`config.mk`:
```
export PLATFORM = sky130hd
export DESIGN_NAME = mul_ctrl_fsm
export DESIGN_NICKNAME = d
export VERILOG_FILES = /design/src/rtl/mul_ctrl_fsm.sv
export SDC_FILE = /design/constraint.sdc
export NUM_CORES = 1
export LEC_CHECK = 0
export ABC_AREA = 1
export CAP_MARGIN = 20
export CORE_AREA = 2 2 54 56
export DETAILED_ROUTE_END_ITERATION = 8
export DIE_AREA = 0 0 56 58
export PLACE_DENSITY_LB_ADDON = 0.1
export SLEW_MARGIN = 0
export SYNTH_ARGS = -nofsm -noshare
export SYNTH_HDL_FRONTEND = slang
export SYNTH_SLANG_ARGS = --single-unit
```
`constraint.sdc`:
```
create_clock -name clk_i -period 2.65 [get_ports clk_i]
set_clock_uncertainty 0.1 [all_clocks]
set_input_delay 0.53 -clock clk_i [delete_from_list [all_inputs] [get_ports clk_i]]
set_output_delay 0.53 -clock clk_i [all_outputs]
set_load 0.1 [all_outputs]
```
`src/rtl/mul_ctrl_fsm.sv`:
```
// Sequencing controller for the byte-sliced RV32M multiplier datapath: one
// operand-load cycle, four rotate/accumulate steps, then a result hold until
// the core consumes it. Define MUL_PERF_CNT_EN to add a completed-operation
// counter on perf_cnt_o; otherwise that port is tied to zero.
module mul_ctrl_fsm #(
  parameter int CNT_W = 32
) (
  input  logic             clk_i,
  input  logic             rst_ni,
  input  logic             valid_i,
  output logic             ready_o,
  input  logic [2:0]       funct3_i,
  input  logic             kill_i,
  output logic             valid_o,
  input  logic             ready_i,
  output logic             reg_a_en_o,
  output logic             reg_b_en_o,
  output logic             mux_b_sel_o,
  output logic             rol_en_o,
  output logic             ac_en_o,
  output logic             ac_clr_o,
  output logic             signed_a_o,
  output logic [3:0]       sig_ctrl_b_o,
  output logic [2:0]       shift_0_o,
  output logic [2:0]       shift_1_o,
  output logic [2:0]       shift_2_o,
  output logic [2:0]       shift_3_o,
  output logic             upper_o,
  output logic [CNT_W-1:0] perf_cnt_o
);

  typedef enum logic [2:0] {
    IDLE  = 3'd0,
    STEP0 = 3'd1,
    STEP1 = 3'd2,
    STEP2 = 3'd3,
    STEP3 = 3'd4,
    DONE  = 3'd5
  } state_e;

  state_e     state_q, state_d;
  logic [1:0] op_q, op_d;
  logic       in_step;
  logic [1:0] step_k;
  logic       upper, signed_a, signed_b;
  logic       unused_funct3;

  assign unused_funct3 = funct3_i[2];

  assign upper    = (op_q != 2'b00);
  assign signed_a = (op_q == 2'b01) || (op_q == 2'b10);
  assign signed_b = (op_q == 2'b01);

  // Lane i carries B byte (i-k) mod 4 after k rotations; its weight is i+j bytes.
  function automatic logic [2:0] lane_shift(input logic [1:0] k, input logic [1:0] lane);
    logic [1:0] j;
    j = lane - k;
    return {1'b0, lane} + {1'b0, j};
  endfunction

  always_comb begin
    in_step = 1'b1;
    step_k  = 2'd0;
    unique case (state_q)
      STEP0:   step_k = 2'd0;
      STEP1:   step_k = 2'd1;
      STEP2:   step_k = 2'd2;
      STEP3:   step_k = 2'd3;
      default: in_step = 1'b0;
    endcase
  end

  always_ff @(posedge clk_i or negedge rst_ni) begin
    if (!rst_ni) begin
      state_q <= IDLE;
      op_q    <= 2'b00;
    end else begin
      state_q <= state_d;
      op_q    <= op_d;
    end
  end

  always_comb begin
    state_d      = state_q;
    op_d         = op_q;
    ready_o      = 1'b0;
    valid_o      = 1'b0;
    reg_a_en_o   = 1'b0;
    reg_b_en_o   = 1'b0;
    mux_b_sel_o  = 1'b0;
    rol_en_o     = 1'b0;
    ac_en_o      = 1'b0;
    ac_clr_o     = 1'b0;
    signed_a_o   = 1'b0;
    sig_ctrl_b_o = 4'b0000;
    shift_0_o    = 3'd0;
    shift_1_o    = 3'd0;
    shift_2_o    = 3'd0;
    shift_3_o    = 3'd0;
    upper_o      = 1'b0;

    if (in_step) begin
      signed_a_o   = signed_a;
      shift_0_o    = lane_shift(step_k, 2'd0);
      shift_1_o    = lane_shift(step_k, 2'd1);
      shift_2_o    = lane_shift(step_k, 2'd2);
      shift_3_o    = lane_shift(step_k, 2'd3);
      // The sign-carrying B byte 3 sits in lane (3+k) mod 4.
      sig_ctrl_b_o = signed_b ? (4'b0001 << (step_k + 2'd3)) : 4'b0000;
      if (kill_i) begin
        state_d = IDLE;
      end else begin
        ac_en_o = 1'b1;
        if (step_k != 2'd3) begin
          reg_b_en_o  = 1'b1;
          mux_b_sel_o = 1'b1;
          rol_en_o    = 1'b1;
        end
        unique case (state_q)
          STEP0:   state_d = STEP1;
          STEP1:   state_d = STEP2;
          STEP2:   state_d = STEP3;
          default: state_d = DONE;
        endcase
      end
    end else begin
      unique case (state_q)
        IDLE: begin
          ready_o = 1'b1;
          if (valid_i) begin
            reg_a_en_o = 1'b1;
            reg_b_en_o = 1'b1;
            ac_clr_o   = 1'b1;
            op_d       = funct3_i[1:0];
            state_d    = STEP0;
          end
        end
        DONE: begin
          upper_o = upper;
          if (kill_i) begin
            state_d = IDLE;
          end else begin
            valid_o = 1'b1;
            if (ready_i) state_d = IDLE;
          end
        end
        default: state_d = IDLE;
      endcase
    end
  end

`ifdef MUL_PERF_CNT_EN
  logic             cnt_inc;
  logic [CNT_W-1:0] perf_cnt_q, perf_cnt_d;

  assign cnt_inc    = (state_q == DONE) && ready_i && !kill_i;
  assign perf_cnt_d = cnt_inc ? perf_cnt_q + CNT_W'(1) : perf_cnt_q;

  always_ff @(posedge clk_i or negedge rst_ni) begin
    if (!rst_ni) perf_cnt_q <= '0;
    else         perf_cnt_q <= perf_cnt_d;
  end

  assign perf_cnt_o = perf_cnt_q;
`else
  assign perf_cnt_o = '0;
`endif

endmodule
```
==> Word-level counts from Yosys, hierarchy flattened <==
Cells that the tools add are included.
W data, S select, Z words.
{ "totals": {"regBits": 5, "word_cells": 59, "output_inout_bits": 58, "in_bits": 8} }
{ "op_classes": {"reduce_logical": 6, "n_bitwise": 1, "shifts": 1, "n_eq_ne": 10, "add_sub_neg": 8, "muxes": 31} }
{ "op_table": {"columns": ["op", "n"], "rows": [
  ["$mux W3", 8],
  ["$mux W1", 17],
  ["$pmux W3 S3", 1],
  ["$mux W4", 2],
  ["$add A2 B2 Y3 const A", 2],
  ["$eq A3 B2 Y1 const B", 2],
  ["$eq A3 B3 Y1 const B", 2],
  ["$pmux W2 S3", 1],
  ["$pmux W3 S2", 1],
  ["$ne A4 B4 Y1 const B", 1],
  ["$reduce_or A4 Y1", 1],
  ["$shl A1 B2 Y4 const A", 1],
  ["$sub A1 B2 Y2 const A", 2],
  ["$sub A2 B2 Y2 const A", 2],
  ["$add A1 B2 Y3 const A", 1],
  ["$eq A3 B1 Y1 const B", 1],
  ["$logic_not A3 Y1", 1],
  ["$ne A3 B3 Y1 const B", 1],
  ["$reduce_and A3 Y1", 1],
  ["$add A2 B2 Y2 const B", 1],
  ["$eq A2 B1 Y1 const B", 1],
  ["$eq A2 B2 Y1 const B", 1],
  ["$mux W2", 1],
  ["$ne A2 B2 Y1 const B", 1],
  ["other kinds (4)", 4]
]} }

==> Depth between registers and ports, before layout <==
Gate-level depths: netlist of the first run.
{ "logic_depth": {"depth_word": 6, "ltp_mapped": 11, "depth_no_buf": 11} }

==> Worst setup path before layout of the first run <==
Ideal clock, no wire load.
{ "synth_timing": {"kind": "register to output", "start": "reg state_q[0]", "end": "out shift_1_o[0]", "slack_ps": -618, "required_ps": 2020, "arrival_ps": 2638, "path_stages_with_launch": 7, "n_path_buf": 1, "cell_sequence": "dfrtp_1 > nor2_4 > inv_2 > nand2_1 > o21ai_1 > nor2_1 > buf_4"} }
{ "synth_via": {"elab_chain_cells": 5, "word_cells_on_any_way": 10, "classes_between": "add/sub: 2; eq/ne: 4; mux: 3; reduce/logical: 1"} }
{ "synth_rtl": {"columns": ["item", "line", "rtl"], "rows": [
  ["start, declared", "41", "state_e state_q, state_d;"],
  ["start signal, assigned", "78", "state_q <= state_d;"],
  ["$eq A3 B3 Y1 / $eq A3 B2 Y1 (equally long branches)", "64", "unique case (state_q)"],
  ["$pmux W2 S3", "64", null],
  ["$sub A1 B2 Y2", "57", "j = lane - k;"],
  ["$add A1 B2 Y3", "58", "return {1'b0, lane} + {1'b0, j};"],
  ["$mux W3 (*)", "102", "if (in_step) begin"],
  ["end, declared", "25", "output logic [2:0] shift_1_o,"]
]} }
Mark *: on every way between the ends. The rest lies on a longest branch, timed or not.

==> Final worst setup path of the first run <==
{ "layout_timing": {"start": "reg state_q[1]", "end": "out sig_ctrl_b_o[1]"} }
{ "layout_via": {"elab_chain_cells": 6, "word_cells_on_any_way": 11, "classes_between": "add/sub: 1; eq/ne: 4; shift: 1; mux: 4; reduce/logical: 1"} }
{ "layout_rtl": {"columns": ["item", "line", "rtl"], "rows": [
  ["$eq A3 B3 Y1 / $eq A3 B2 Y1 (equally long branches)", "64", null],
  ["$pmux W2 S3", "64", null],
  ["$add A2 B2 Y2", "109", "sig_ctrl_b_o = signed_b ? (4'b0001 << (step_k + 2'd3)) : 4'b0000;"],
  ["$shl A1 B2 Y4", "109", null],
  ["$mux W4", "109", null],
  ["$mux W4 (*)", "102", null],
  ["end, declared", "23", "output logic [3:0] sig_ctrl_b_o,"]
]} }
Marks and branches as above.

==> results of run 1 <==
cells in the mapped netlist, types with 2 or more instances:
cell | number | share of area, %
sky130_fd_sc_hd__buf_4 | 40 | 36
sky130_fd_sc_hd__dfrtp_1 | 5 | 15
sky130_fd_sc_hd__ha_1 | 7 | 10
sky130_fd_sc_hd__inv_1 | 20 | 8.9
sky130_fd_sc_hd__inv_2 | 3 | 1.3
sky130_fd_sc_hd__nand2_1 | 14 | 6.2
sky130_fd_sc_hd__nand2_2 | 4 | 3.0
sky130_fd_sc_hd__nand3_1 | 5 | 3.0
sky130_fd_sc_hd__nand3_2 | 2 | 2.4
sky130_fd_sc_hd__nor2_1 | 7 | 3.1
sky130_fd_sc_hd__nor2_4 | 2 | 2.7
sky130_fd_sc_hd__nor3_1 | 2 | 1.2
sky130_fd_sc_hd__o21ai_1 | 3 | 1.8
flip-flops by register name, indices dropped and copies added, names as in the netlist:
signal and flops:
state_q 3, op_q 2
kinds of logic after synthesis:
| family | after synthesis | share of synthesized area (%) |
|---|---|---|
| buffers and inverters | 64 | 47.3 |
| adder cells (fa/ha/maj) | 7 | 10.4 |
| flip-flops | 5 | 14.9 |
| AND/OR/NAND/NOR | 37 | 22.3 |
| AO/OA/AOI/OAI | 6 | 4.75 |
| other | 1 | 0.445 |
what timing repair did:
item | in CTS | in global routing
gates resized for setup | 2 | 1
hold buffers | 0 | 0
setup endpoints to repair | 4 | 9
pin swaps | 0 | 2
setup buffers | 1 | 3
stage by stage:
step | worst slack [ns] | instance area (um2) | instances | TNS [ns] | hold slack (ns)
2_1_floorplan | -0.303 | 1030 | 152 | -0.652 | 0.134
3_3_place_gp | 0.228 | 1280 | 174 | 0 | 0.418
3_5_place_dp | 0.202 | 1280 | 174 | 0 | 0.441
4_1_cts | 0.00928 | 1330 | 179 | 0 | 0.411
5_1_grt | -0.0164 | 1350 | 182 | -0.0164 | 0.428
6_report | 0.106 | 1350 | 182 | 0 | 0.414
layer usage:
| metal | up-vias | track usage, % | share of wire, % |
|---|---|---|---|
| met2 | 42 | 17.1 | 53 |
| met3 | 0 | 1.56 | 11 |
| met5 | - | 0 | 0 |
| li1 | 342 | - | - |
| met4 | 0 | 5.10 | 0 |
| met1 | 290 | 11.1 | 36 |
cell type report:
type / count / share of cell area (%)
timing repair buffer: 36 / 42.4
multi-input combinational: 83 / 35.8
sequential: 5 / 9.45
inverter: 23 / 7.51
tap: 31 / 2.87
clock buffer: 4 / 1.95
worst max-delay path by stage:
stage,endpoint,depth (start not counted),startpoint,slack [ns]
global route,sig_ctrl_b_o[1],12,state_q[1],-0.02
detailed placement,sig_ctrl_b_o[1],12,state_q[1],0.20
floorplan,sig_ctrl_b_o[1],11,state_q[1],-0.30
global placement,sig_ctrl_b_o[1],12,state_q[1],0.23
CTS,sig_ctrl_b_o[1],12,state_q[1],0.009
finish,sig_ctrl_b_o[1],12,state_q[1],0.11
==> impl_metrics.toml, run 1 <==
[drt]
postRouteWirelength_mm = 1.53
drt_pre_antenna_iters = 4
via_per_inst = 3.70
wire_per_inst_um = 8.43
detailedRoute.firstIterationViolations = 11
vias = 674
drc = 0
ant_nets = 0

[final_layout]
finish.utilization_pct = 50.7
antenna_cells = 0
nFillCells = 268
finish.net_count = 167
final_common_cell = "sky130_fd_sc_hd__conb_1"
seqCellArea_um2 = 128
layout_common_cells = "sky130_fd_sc_hd__conb_1 (33), sky130_fd_sc_hd__buf_12 (23), sky130_fd_sc_hd__inv_1 (15)"
multi_input_comb_area_um2 = 483
synthToLayoutAreaGrowth_pct = 60.3
post_route_cells_drive_above_1_share_pct = 41.7

[critical_path]
slowest_stage = "sky130_fd_sc_hd__dfrtp_2"
r2r-end = "state_q[2]"
critPathKind = "flip-flop to output port"
crit_required_ns = 2.02
cell_breakdown_of_the_critical_path = "nor2_4 -> inv_2 -> nand2_2 -> o21ai_2 -> nor2_4 -> inv_2 -> ha_4 -> nand2_2 -> clkinvlp_4 -> nand2_2 -> clkinvlp_4 -> buf_12"
r2r_setup_slk_ns = 1.15
critical_path.max_fanout = 5
worstSetupStartpointType = "flip-flop"
r2r.worst_path.cells = 6
endpoint_kind = "output port"
critical-path-top-delay-family = "buffers and inverters"
critPathBufInv = 5
cp_slowest_stage_delay_ns = 0.44
critical_path.reg2reg.startpoint = "state_q[2]"
critical_path_arrival_ns = 1.91
crit_path_frequent_cell = "sky130_fd_sc_hd__nand2_2"

[logic_synthesis]
synth.ff_latch_count = 5
synth.yosys.seq_area_share_pct = 14.9
post_synth_inst_count = 120
number_of_warnings_reported_in_the_yosys_synthesis_log = 0
synth_cell_types = 19
syn_avg_cell_area_um2 = 7.02
postSynth.topFlopCell = "sky130_fd_sc_hd__dfrtp_1"
synth_edf_count = 0
async_reset_ff_share_pct = 100
synth_area_um2 = 842

[timing]
timing_hold_violations_final = 0
timing.final.crit_share_pct = 96.0
number_of_pins_exceeding_their_max_slew_limit_in_the_final_report = 0
timing.fmax_mhz = 393
final.min_clock_period_ns = 2.54
setup_viol = 0

[global_route]
wire_length_of_the_first_global_routing_pass_mm = 2.48
largest_net_degree_at_the_start_of_global_routing = 8
grt_antenna_before_repair = 0
via_count_of_the_first_global_routing_pass = 618
overflow = 0
track_usage_pct = 9.61

[placed_design]
gpl.final_weighted_congestion = 0.759
dp_hpwl_mm = 1.42
place.port_buffers = 31

[floorplanning]
fp-row-count = 19
die_y_um = 58
area_of_the_die_um2 = 3250
boundaryPins = 66
initial_core_utilization_pct = 31.6
dieWidth_um = 56
design.core.area_um2 = 2660

[flow_run]
max_cap_violations = 0

[clock_tree]
clkSinkCount = 5
clk_transition_reported_paths_ns = 0.04
clock_tree.root_cell = "sky130_fd_sc_hd__clkbuf_4"
number_of_buffers_inserted_during_clock_tree_synthesis = 3
clock_tree.htree_level_count = 1
cts_tree = "built"
worst_skew_pair.late_latency_ns = 0.24
cts.path.max_buffers = 2

[min_path]
min-delay-path-class = "input port to asynchronous set/reset pin"

[status]
outcome = "completed"
Power of run 1 is left out: the tool's default activity adds up to more than one toggle a clock period on the data nets, which glitch-free logic cannot reach.
==> run 2: changes to the inputs <==
--- a/config.mk
+++ b/config.mk
@@ -6,7 +6,7 @@
 export NUM_CORES = 1
 export LEC_CHECK = 0
 export ABC_AREA = 1
-export CAP_MARGIN = 20
+export CAP_MARGIN = 15
 export CORE_AREA = 2 2 54 56
 export DETAILED_ROUTE_END_ITERATION = 8
 export DIE_AREA = 0 0 56 58
==> results of run 2 <==
The final DEF is identical to that of run 1; final timing and power are the same.
Power of run 2 is left out for the same reason.
==> run 3: changes to the inputs <==
--- a/config.mk
+++ b/config.mk
@@ -7,9 +7,9 @@
 export LEC_CHECK = 0
 export ABC_AREA = 1
 export CAP_MARGIN = 15
-export CORE_AREA = 2 2 54 56
+export CORE_AREA = 8 8 60 62
 export DETAILED_ROUTE_END_ITERATION = 8
-export DIE_AREA = 0 0 56 58
+export DIE_AREA = 0 0 68 70
 export PLACE_DENSITY_LB_ADDON = 0.1
 export SLEW_MARGIN = 0
 export SYNTH_ARGS = -nofsm -noshare
==> impl_metrics.toml, run 3 (synthesis gave the netlist of run 1 again) <==
[status]
outcome = "completed"

[critical_path]
critical_path_arrival_ns = 1.88
critical_path.max_fanout = 4
cell_breakdown_of_the_critical_path = "nor2_4 -> inv_2 -> nand2_2 -> o21ai_2 -> nor2_4 -> inv_2 -> ha_4 -> nand2_2 -> clkinvlp_4 -> nand2_2 -> clkinvlp_4 -> buf_12"
cp_slowest_stage_delay_ns = 0.44
critical-path-top-delay-family = "buffers and inverters"
worstSetupStartpointType = "flip-flop"
crit_path_frequent_cell = "sky130_fd_sc_hd__nand2_2"
slowest_stage = "sky130_fd_sc_hd__dfrtp_2"
critPathBufInv = 5
crit_required_ns = 2.02
critPathKind = "flip-flop to output port"
endpoint_kind = "output port"

[timing]
timing_hold_violations_final = 0
setup_tns_ns = 0
setup_viol = 0
grt_setup_unrepaired = "false"
timing.fmax_mhz = 398
timing.final.crit_share_pct = 94.8
final.min_clock_period_ns = 2.51
number_of_pins_exceeding_their_max_slew_limit_in_the_final_report = 0

[clock_tree]
worst_skew_pair.late_latency_ns = 0.23
clk_transition_reported_paths_ns = 0.04
clock_tree.root_cell = "sky130_fd_sc_hd__clkbuf_4"
clock_tree.htree_level_count = 1
number_of_buffers_inserted_during_clock_tree_synthesis = 3
clkSinkCount = 5
cts_tree = "built"
cts.path.max_buffers = 2

[global_route]
grt_antenna_before_repair = 0
overflow = 0
track_usage_pct = 7.91
wire_length_of_the_first_global_routing_pass_mm = 3.14
largest_net_degree_at_the_start_of_global_routing = 8
via_count_of_the_first_global_routing_pass = 699

[placed_design]
place.port_buffers = 31
gpl.final_weighted_congestion = 0.785
dp_hpwl_mm = 1.77
placed_cell_area_um2 = 1280

[floorplanning]
die_y_um = 70
fp-row-count = 19
dieWidth_um = 68
initial_core_utilization_pct = 31.6
design.core.area_um2 = 2660
area_of_the_die_um2 = 4760
boundaryPins = 66

[final_layout]
largest_register = "state_q"
nFillCells = 275
seqCellArea_um2 = 128
largestRegisters = "state_q: 3 flops, op_q: 2 flops"
layout_common_cells = "sky130_fd_sc_hd__conb_1 (33), sky130_fd_sc_hd__buf_12 (23), sky130_fd_sc_hd__inv_1 (14)"
antenna_cells = 0
largest_reg_flops = 3
layout.cell_area.non_filler_um2 = 1360
multi_input_comb_area_um2 = 480
synthToLayoutAreaGrowth_pct = 60.9
post_route_cells_drive_above_1_share_pct = 42.1
final_common_cell = "sky130_fd_sc_hd__conb_1"
finish.net_count = 168

[drt]
drc = 0
ant_nets = 0
postRouteWirelength_mm = 1.95
drt_pre_antenna_iters = 4
vias = 690
detailedRoute.firstIterationViolations = 17
via_per_inst = 3.77
wire_per_inst_um = 10.7

[min_path]
min-delay-path-class = "input port to asynchronous set/reset pin"

[flow_run]
max_cap_violations = 0
==> run 3: stage by stage <==
step | util (%) | cells | worst slack [ns] | hold WS, ns
final | 50.9 | 183 | 0.137 | 0.408
after global routing | 50.9 | 183 | 0.00670 | 0.425
after CTS | 49.8 | 179 | 0.00791 | 0.409
after detailed placement | 48.3 | 174 | 0.194 | 0.430
after global placement | 48.3 | 174 | 0.225 | 0.419
after floorplan | - | 152 | -0.303 | 0.134
==> run 3: worst register-to-register path: cells and delay by family (launching register included) <==
kind | cells | cell delay (ns)
flops | 1 | 0.53
simple gates | 3 | 0.37
buf+inv | 2 | 0.33
compound gates | 1 | 0.06
==> run 3: cell type report <==
cell class | instances | area share (%)
timing repair buffer | 37 | 42.8
multi-input combinational | 83 | 35.5
sequential | 5 | 9.42
inverter | 23 | 7.48
tap | 31 | 2.86
clock buffer | 4 | 1.94
==> run 3: path summary, 6_finish.rpt <==
kind,startpoint,slack (ns),to,cells past startpoint
worst min-delay path,rst_ni,0.41,op_q[0],1
min in group clk_i,op_q[1],0.43,op_q[1],2
worst max-delay path,state_q[1],0.14,sig_ctrl_b_o[1],12
worst max register to register,state_q[2],1.16,state_q[2],6
max in group asynchronous,rst_ni,1.83,state_q[0],1
worst min register to register,op_q[1],0.43,op_q[1],2
==> run 3: metal layers <==
metal  up-vias  track usage [%]  routed length [um]
li1        345                -                   -
met1       303             8.86                 718
met2        42             13.7                 986
met3         0             2.07                 246
met4         0             2.73                   0
met5         -                0                   0
==> run 3: what timing repair did <==
action	CTS	global route
pin swaps	0	2
setup endpoints to repair	4	9
gates resized for setup	2	1
hold endpoints to repair	0	0
hold buffers	0	0
gates cloned	0	0
setup buffers	1	4
Power of run 3 is left out for the same reason.
